<file path="src/rtl/mcl_sine_special_bypass.sv">
// Purpose : in-order sine wrapper; special x (NaN/Inf/out-of-range/tiny) bypass the MCL pipeline.
// Latency : bypass results 1 cycle minimum (no fall-through), normal results = pipeline latency.
// Backpressure: input stalls when the order FIFO is full or the pipeline refuses a normal x;
//               pipeline results are held off until their entry reaches the FIFO head.
// Ports   : clk/rst (sync, active-high); in_* input x stream; mcl_x_* to pipeline;
//           mcl_res_* from pipeline; out_* ordered results; ord_count FIFO fill;
//           range_err registered pulse for an accepted out-of-range x.
module mcl_sine_special_bypass #(
    parameter int FLT_EXP   = 11,
    parameter int FLT_FRAC  = 52,
    parameter int ORD_DEPTH = 32,
    parameter int TINY_EXP  = 997,
    parameter logic [FLT_EXP+FLT_FRAC:0] PI_HALF = 64'h3FF921FB54442D18,
    localparam int W  = FLT_EXP + FLT_FRAC + 1,
    localparam int AW = $clog2(ORD_DEPTH),
    localparam int CW = $clog2(ORD_DEPTH) + 1
) (
    input  logic          clk,
    input  logic          rst,
    input  logic          in_avail,
    output logic          in_get,
    input  logic [W-1:0]  in_data,
    output logic          mcl_x_avail,
    input  logic          mcl_x_get,
    output logic [W-1:0]  mcl_x_data,
    input  logic          mcl_res_avail,
    output logic          mcl_res_get,
    input  logic [W-1:0]  mcl_res_data,
    output logic          out_avail,
    input  logic          out_get,
    output logic [W-1:0]  out_data,
    output logic [CW-1:0] ord_count,
    output logic          range_err
);

    localparam logic [FLT_EXP-1:0] TINY_E = FLT_EXP'(TINY_EXP);
    localparam logic [W-1:0] QNAN = {1'b0, {FLT_EXP{1'b1}}, 1'b1, {(FLT_FRAC-1){1'b0}}};
    localparam logic [W-1:0] FRAC_MSB = W'(1) << (FLT_FRAC - 1);

    // Classification of the offered x
    logic [FLT_EXP-1:0]  x_exp;
    logic [FLT_FRAC-1:0] x_frac;
    logic [W-2:0]        x_mag;
    logic                exp_ones, is_nan, is_inf, is_oor, is_tiny, byp;
    logic [W-1:0]        byp_res;

    assign x_exp    = in_data[W-2 -: FLT_EXP];
    assign x_frac   = in_data[FLT_FRAC-1:0];
    assign x_mag    = in_data[W-2:0];
    assign exp_ones = &x_exp;
    // Priority chain: NaN, Inf, out-of-range, tiny.
    assign is_nan   = exp_ones & (|x_frac);
    assign is_inf   = exp_ones & ~(|x_frac);
    assign is_oor   = ~exp_ones & (x_mag > PI_HALF[W-2:0]);
    assign is_tiny  = ~exp_ones & ~(x_mag > PI_HALF[W-2:0]) & (x_exp < TINY_E);
    assign byp      = is_nan | is_inf | is_oor | is_tiny;

    always_comb begin
        byp_res = in_data;
        if (is_nan) begin
            byp_res = in_data | FRAC_MSB;
        end else if (is_inf || is_oor) begin
            byp_res = QNAN;
        end
    end

    // Order FIFO state
    logic [AW-1:0] wr_ptr_q, wr_ptr_d;
    logic [AW-1:0] rd_ptr_q, rd_ptr_d;
    logic [CW-1:0] cnt_q, cnt_d;
    logic          range_err_q, range_err_d;
    logic          byp_mem_q [0:ORD_DEPTH-1];
    logic [W-1:0]  res_mem_q [0:ORD_DEPTH-1];

    logic full, empty, head_byp, push, pop;
    logic [W-1:0] head_res;

    assign full     = (cnt_q == CW'(ORD_DEPTH));
    assign empty    = (cnt_q == '0);
    assign head_byp = byp_mem_q[rd_ptr_q];
    assign head_res = res_mem_q[rd_ptr_q];

    // Input side: a normal x is accepted only together with the pipeline's get.
    assign mcl_x_data  = in_data;
    assign mcl_x_avail = in_avail & ~full & ~byp & ~rst;
    assign in_get      = in_avail & ~full & (byp | mcl_x_get) & ~rst;

    // Output side: a pipeline result is only consumed when its entry is the head.
    assign out_avail   = ~rst & ~empty & (head_byp | mcl_res_avail);
    assign out_data    = head_byp ? head_res : mcl_res_data;
    assign mcl_res_get = ~rst & ~empty & ~head_byp & out_get & mcl_res_avail;

    assign push = in_get;
    assign pop  = out_avail & out_get;

    always_comb begin
        wr_ptr_d    = wr_ptr_q;
        rd_ptr_d    = rd_ptr_q;
        cnt_d       = cnt_q;
        range_err_d = push & is_oor;
        if (push) begin
            wr_ptr_d = wr_ptr_q + 1'b1;
        end
        if (pop) begin
            rd_ptr_d = rd_ptr_q + 1'b1;
        end
        case ({push, pop})
            2'b10:   cnt_d = cnt_q + 1'b1;
            2'b01:   cnt_d = cnt_q - 1'b1;
            default: cnt_d = cnt_q;
        endcase
    end

    always_ff @(posedge clk) begin
        if (rst) begin
            wr_ptr_q    <= '0;
            rd_ptr_q    <= '0;
            cnt_q       <= '0;
            range_err_q <= 1'b0;
        end else begin
            wr_ptr_q    <= wr_ptr_d;
            rd_ptr_q    <= rd_ptr_d;
            cnt_q       <= cnt_d;
            range_err_q <= range_err_d;
        end
    end

    // Storage needs no reset: entries are only read once counted valid.
    always_ff @(posedge clk) begin
        if (push) begin
            byp_mem_q[wr_ptr_q] <= byp;
            res_mem_q[wr_ptr_q] <= byp_res;
        end
    end

    assign ord_count = cnt_q;
    assign range_err = range_err_q;

endmodule

</file>
<file path="config.mk">
export PLATFORM = sky130hd
export DESIGN_NAME = mcl_sine_special_bypass
export DESIGN_NICKNAME = d
export VERILOG_FILES = /design/src/rtl/mcl_sine_special_bypass.sv
export SDC_FILE = /design/constraint.sdc
export NUM_CORES = 2
export LEC_CHECK = 0
export CAP_MARGIN = 10
export CORE_UTILIZATION = 40
export DETAILED_ROUTE_END_ITERATION = 8
export SETUP_SLACK_MARGIN = 0.15
export SLEW_MARGIN = 20
export SYNTH_ARGS = -nofsm -noshare
export SYNTH_HDL_FRONTEND = slang
export SYNTH_SLANG_ARGS = --single-unit
</file>
<file path="constraint.sdc">
create_clock -name clk -period 13.9 [get_ports clk]
set_input_delay 4.17 -clock clk [delete_from_list [all_inputs] [get_ports clk]]
set_output_delay 4.17 -clock clk [all_outputs]
set_load 0.01 [all_outputs]
</file>
======== Word-level counts from Yosys, hierarchy flattened ========
Memory sizes are Yosys's and may differ from the RTL's. A register that Yosys moved wholly into a read port is not among the register bits.
Index checks and enable logic that the tools add are counted.
word-level totals
  ROM bits ................................ 0
  word-level logic and storage cells ...... 60
  memory bits (writable) .................. 2080
  flip-flop bits (word level) ............. 17
  memories ................................ 2
  output and inout port bits .............. 139
  bits in latches ......................... 0
  input port bits ......................... 134
memory list
  memory     words  bits a word  rd ports  clocked after Yosys merged registers in  write ports  line  text
  res_mem_q  32     64           1         1                                        1            73    logic [W-1:0] res_mem_q [0:ORD_DEPTH-1];
  byp_mem_q  32     1            1         1                                        1            72    logic byp_mem_q [0:ORD_DEPTH-1];
operators by class
  multipliers ............................. 0
  bitwise operators ....................... 30
  eq/ne operators ......................... 3
  magnitude comparators ................... 2
  add/subtract/negate cells ............... 4
  shift operators ......................... 0
  reductions and logical operators ........ 5
  multiplexer cells ....................... 10
  divide/modulo/power cells ............... 0
operator list
  operator                count
  $mux W64                3
  $gt A63 B62 Y1 const B  1
  $reduce_or A52 Y1       1
  $mux W5                 4
  $and A1 B1 Y1           17
  $pmux W6 S2             1
  $lt A11 B10 Y1 const B  1
  $reduce_and A11 Y1      1
  $add A5 B1 Y5 const B   2
  $not A1 Y1              8
  $add A6 B1 Y6 const B   1
  $eq A6 B6 Y1 const B    1
  $logic_not A6 Y1        1
  $sub A6 B1 Y6 const B   1
  $or A1 B1 Y1            5
  $eq A2 B1 Y1 const B    1
  $eq A2 B2 Y1 const B    1
  $mux W1                 2
  $reduce_bool A2 Y1      1
  $logic_or A1 B1 Y1      1

======== Logic depth before layout (Yosys ltp) ========
  depth after elaboration ................. 11
  gate-level depth with buffers ........... 17

======== Worst setup path before layout ========
Ideal clock, no wire load.
  path kind ............................... input port to output port
  from .................................... in in_data[31]
  to ...................................... out in_get
  data required time ...................... 9.730 ns
  slack ................................... 3.821 ns
  buffers on the path ..................... 1
  cell stages on the path ................. 8
  arrival ................................. 5.909 ns
  path through ............................ or4_1 > nor4_1 > a41oi_1 > a31o_2 > o21ai_2 > nand2_1 > inv_2 > buf_4
between the ends
  word-level cells in the longest chain between the ends .. 9
  elaborated cells between the ends (all ways) .. 15
  classes of those cells .................. 1 x order compare; 13 x bitwise; 1 x reduce/logical
ends and longest elaborated chain
  what                                                    line  text
  start, declared                                         22    input logic [W-1:0] in_data,
  branches (longest 5 deep; another with $gt A63 B62 Y1)  n/a
  $or A1 B1 Y1 *                                          56    assign byp = is_nan | is_inf | is_oor | is_tiny;
  $or A1 B1 Y1 *                                          86    assign in_get = in_avail & ~full & (byp | mcl_x_get) & ~rst;
  $and A1 B1 Y1 * (2 in series)                           86
  end, declared                                           21    output logic in_get,
Mark *: on every way between the ends.

======== Worst setup path after layout ========
  from .................................... in in_data[19]
  to ...................................... out in_get
Same word-level chain as after synthesis.

==> results.json <==
{
  "finalClockSkew_ps": 53.3,
  "worst_setup_path_start_kind": "input port",
  "min_path_type": "flip-flop to flip-flop",
  "pin_count": 273,
  "synth-adder-area-share_pct": 0.178,
  "grt_setup_unrepaired": "no",
  "drt-initial-drc-count": 4118,
  "crit_path_end_kind": "primary output",
  "cts_resized": 0,
  "die_h_microns": 454,
  "gr-usage-met2_pct": 35.4,
  "synth-xor-area-share_pct": 0.0965,
  "r2r.worst_path.cells": 15,
  "fmax_ghz": 0.0830,
  "rows": 165,
  "postCtsHoldBufs": 0,
  "slew-limit-headroom_pct": 23.1,
  "clkPwrFrac_pct": 42.3,
  "reg2reg_slack_ps": 8110,
  "synthMuxAreaShare_pct": 18.7,
  "p_leak_nw": 28.1,
  "first_global_vias": 38796,
  "drt-total-wl_microns": 211000,
  "grt.overflow.total": 0,
  "async_reset_ff_share_pct": 0,
  "p_int_mw": 10.5,
  "finalSetupTns_ps": 0,
  "synthesis.instances": 3460,
  "grt_max_degree": 127,
  "gp_congestion": 0.770,
  "nets": 3927,
  "cts_setup_buffers": 0,
  "syn_avg_cell_area_sq_um": 23.6,
  "synth-edff-count": 2080,
  "cts.clk_slew.worst_paths_ps": 60,
  "placed_area_sq_um": 87400,
  "p_sw_share_pct": 20.6,
  "critical_path_class": "input port to primary output",
  "cts_tree": "yes",
  "maxCapViolCount": 0,
  "ys_seq_elements": 2102,
  "grt_pass1_wl_microns": 297000,
  "period_share_pct": 86.7,
  "use_met3_pct": 2.52,
  "clkSinkCount": 2102,
  "power_mw": 13.3,
  "initial_core_util_pct": 40.3,
  "grt_busiest_layer": "met2",
  "synth-main-ff-cell": "edfxtp_1",
  "viasPerCell": 5.67,
  "crit_chain": "clkdlybuf4s50_1 -> or3_1 -> or3_1 -> o311a_1 -> o21ai_2 -> nand2_1 -> inv_2 -> clkdlybuf4s50_1",
  "grtUsageMet1_pct": 27.1,
  "synth_top_family_by_area": "multiplexers",
  "design_area_sq_um": 94300,
  "period_minus_slack_ps": 12050,
  "path_max_fanout": 33,
  "antenna_found_initial": 5,
  "die_w_microns": 454,
  "drive_above_1_share_pct": 27.8,
  "hold_violations": 0,
  "status": "finished, final reports clean",
  "core_sq_um": 203000,
  "setup_viol": 0,
  "power.density_nw_per_um2": 141,
  "r2r_end": "ord_count[5]",
  "drc": 0,
  "dp.cells": 6238,
  "cts_buffers": 209,
  "io_buffers": 272,
  "worst_skew_pair.late_latency_ps": 850,
  "ant_nets": 0,
  "p_switching_mw": 2.73,
  "min_path_cells": 2,
  "worst_pin_slew_ps": 1150,
  "n_fill_cell": 16465,
  "drt_first_pass_iters": 5,
  "num_vias": 37571,
  "detail_route.wl_per_cell_microns": 31.9,
  "p_seq_share_pct": 53.0,
  "yosysSeqAreaShare_pct": 77.0,
  "hold_end": "rd_ptr_q[4]",
  "area_growth_pct": 15.4,
  "min_from": "rd_ptr_q[4]",
  "syn_nets": 3605,
  "netlist_area_sq_um": 81700,
  "finalNonFillerCells": 6628,
  "ir_drop_mv": 0.133,
  "grt.total_usage_pct": 20.6,
  "ys_types": 52,
  "synth_compound_area_share_pct": 0.773,
  "cpMaxStageDelayCell": "clkdlybuf4s50_1",
  "htreeDepth": 4,
  "hpwl_microns": 108000,
  "slew_viol_final": 0,
  "yosysWarnings": 0,
  "crit_required_ps": 9730,
  "hold_slack_ps": 525,
  "crit_path_max_incr_delay_ps": 680,
  "cts.path.max_buffers": 3,
  "cts_root_buffer": "clkbuf_16",
  "yosys.area_share.simple_pct": 1.63,
  "cp.arrival_ps": 7880,
  "die_area_sq_um": 206000,
  "p_comb_share_pct": 4.7
}
==> power by group through the flow <==
stage	Combinational, mW	Clock [mW]	Sequential (mW)
after global routing	0.671	5.92	7.03
after detailed placement	0.633	0	7.17
after floorplan	0.375	0	7.16
final	0.621	5.62	7.03
after global placement	0.621	0	7.17
after CTS	0.634	5.68	7.03
==> per-stage QoR <==
step | utilization [%] | worst slack, ps
2_1_floorplan | - | 3820
3_3_place_gp | 43.1 | 1860
3_5_place_dp | 43.2 | 1790
4_1_cts | 46.5 | 1770
5_1_grt | 46.6 | 1690
6_report | 46.6 | 1850
==> cell usage in the layout, fill, tap and decap left out, types with 7 or more instances in the layout <==
cell type / synthesis / layout
edfxtp_1: 2080 / 2080
mux4_2: 650 / 650
clkdlybuf4s50_1: 0 / 272
clkbuf_16: 0 / 214
nand2_1: 79 / 79
buf_4: 66 / 75
o21ai_0: 70 / 69
mux2i_1: 65 / 65
clkbuf_1: 108 / 54
clkinv_1: 0 / 43
and3_4: 0 / 31
clkinv_2: 0 / 30
and2_2: 0 / 26
and2_1: 51 / 25
nor2_1: 22 / 22
bufinv_16: 0 / 22
dfxtp_1: 22 / 17
a21oi_1: 14 / 14
inv_1: 12 / 11
nor4_1: 11 / 10
ha_1: 10 / 10
nand4_1: 9 / 9
or3_1: 8 / 8
inv_6: 0 / 8
nand3_1: 8 / 7
==> critical path: cells and delay by family <==
family                 cells  cell delay (ps)
AO/OA/AOI/OAI              2              930
AND/OR/NAND/NOR            3             1230
buffers and inverters      3             1530
==> synth_stat cells, types with 10 or more instances <==
| master | instances | area share (%) |
|---|---|---|
| inv_1 | 12 | 0.055 |
| o21ai_0 | 70 | 0.43 |
| mux4_2 | 650 | 18 |
| buf_1 | 10 | 0.046 |
| and2_1 | 51 | 0.39 |
| buf_4 | 66 | 0.61 |
| dfxtp_1 | 22 | 0.54 |
| buf_2 | 60 | 0.37 |
| mux2i_1 | 65 | 0.80 |
| and3_1 | 36 | 0.28 |
| clkbuf_1 | 108 | 0.50 |
| nand2_1 | 79 | 0.36 |
| nand2b_1 | 12 | 0.092 |
| nor2_1 | 22 | 0.10 |
| nor4_1 | 11 | 0.084 |
| a21oi_1 | 14 | 0.086 |
| ha_1 | 10 | 0.15 |
| edfxtp_1 | 2080 | 76 |
==> sequential cells by signal, summed over array words and instances (netlist names), named ones only <==
name / count
res_mem_q: 2048
rd_ptr_q: 5
ord_count: 6
range_err: 1
wr_ptr_q: 5
byp_mem_q: 32
==> kinds of logic after synthesis <==
kind of cell    count (synthesis)
mux                           716
flops                        2102
compound gates                110
buf+inv                       260
simple gates                  252
fa+ha+maj                      11
xor+xnor                        9
==> area by class of cell <==
type / instances / area [sq um] / area share (%)
Antenna cell: 2 / 5.00 / 0.00531
Clock buffer: 271 / 5600 / 5.94
Clock inverter: 112 / 1160 / 1.23
Inverter: 13 / 53.8 / 0.0571
Multi-Input combinational cell: 1098 / 17700 / 18.8
Sequential cell: 2102 / 62900 / 66.7
Tap cell: 2672 / 3340 / 3.55
Timing Repair Buffer: 358 / 3470 / 3.69
==> worst max path at each step <==
stage	from	endpoint	slack, ps	depth (start not counted)
6_report	in_data[19]	in_get	1850	8
5_1_grt	in_data[19]	in_get	1690	8
4_1_cts	in_data[19]	in_get	1770	8
3_5_place_dp	in_data[19]	in_get	1790	8
3_3_place_gp	in_data[19]	in_get	1860	8
2_1_floorplan	in_data[31]	in_get	3820	8
==> metal layers <==
metal / vias to the layer above / wire length (microns)
met4: 0 / 7270
li1: 15430 / -
met2: 1200 / 108000
met5: - / 0
met3: 266 / 10600
met1: 20675 / 85100
No activity file was read; power rests on OpenSTA's default activity.
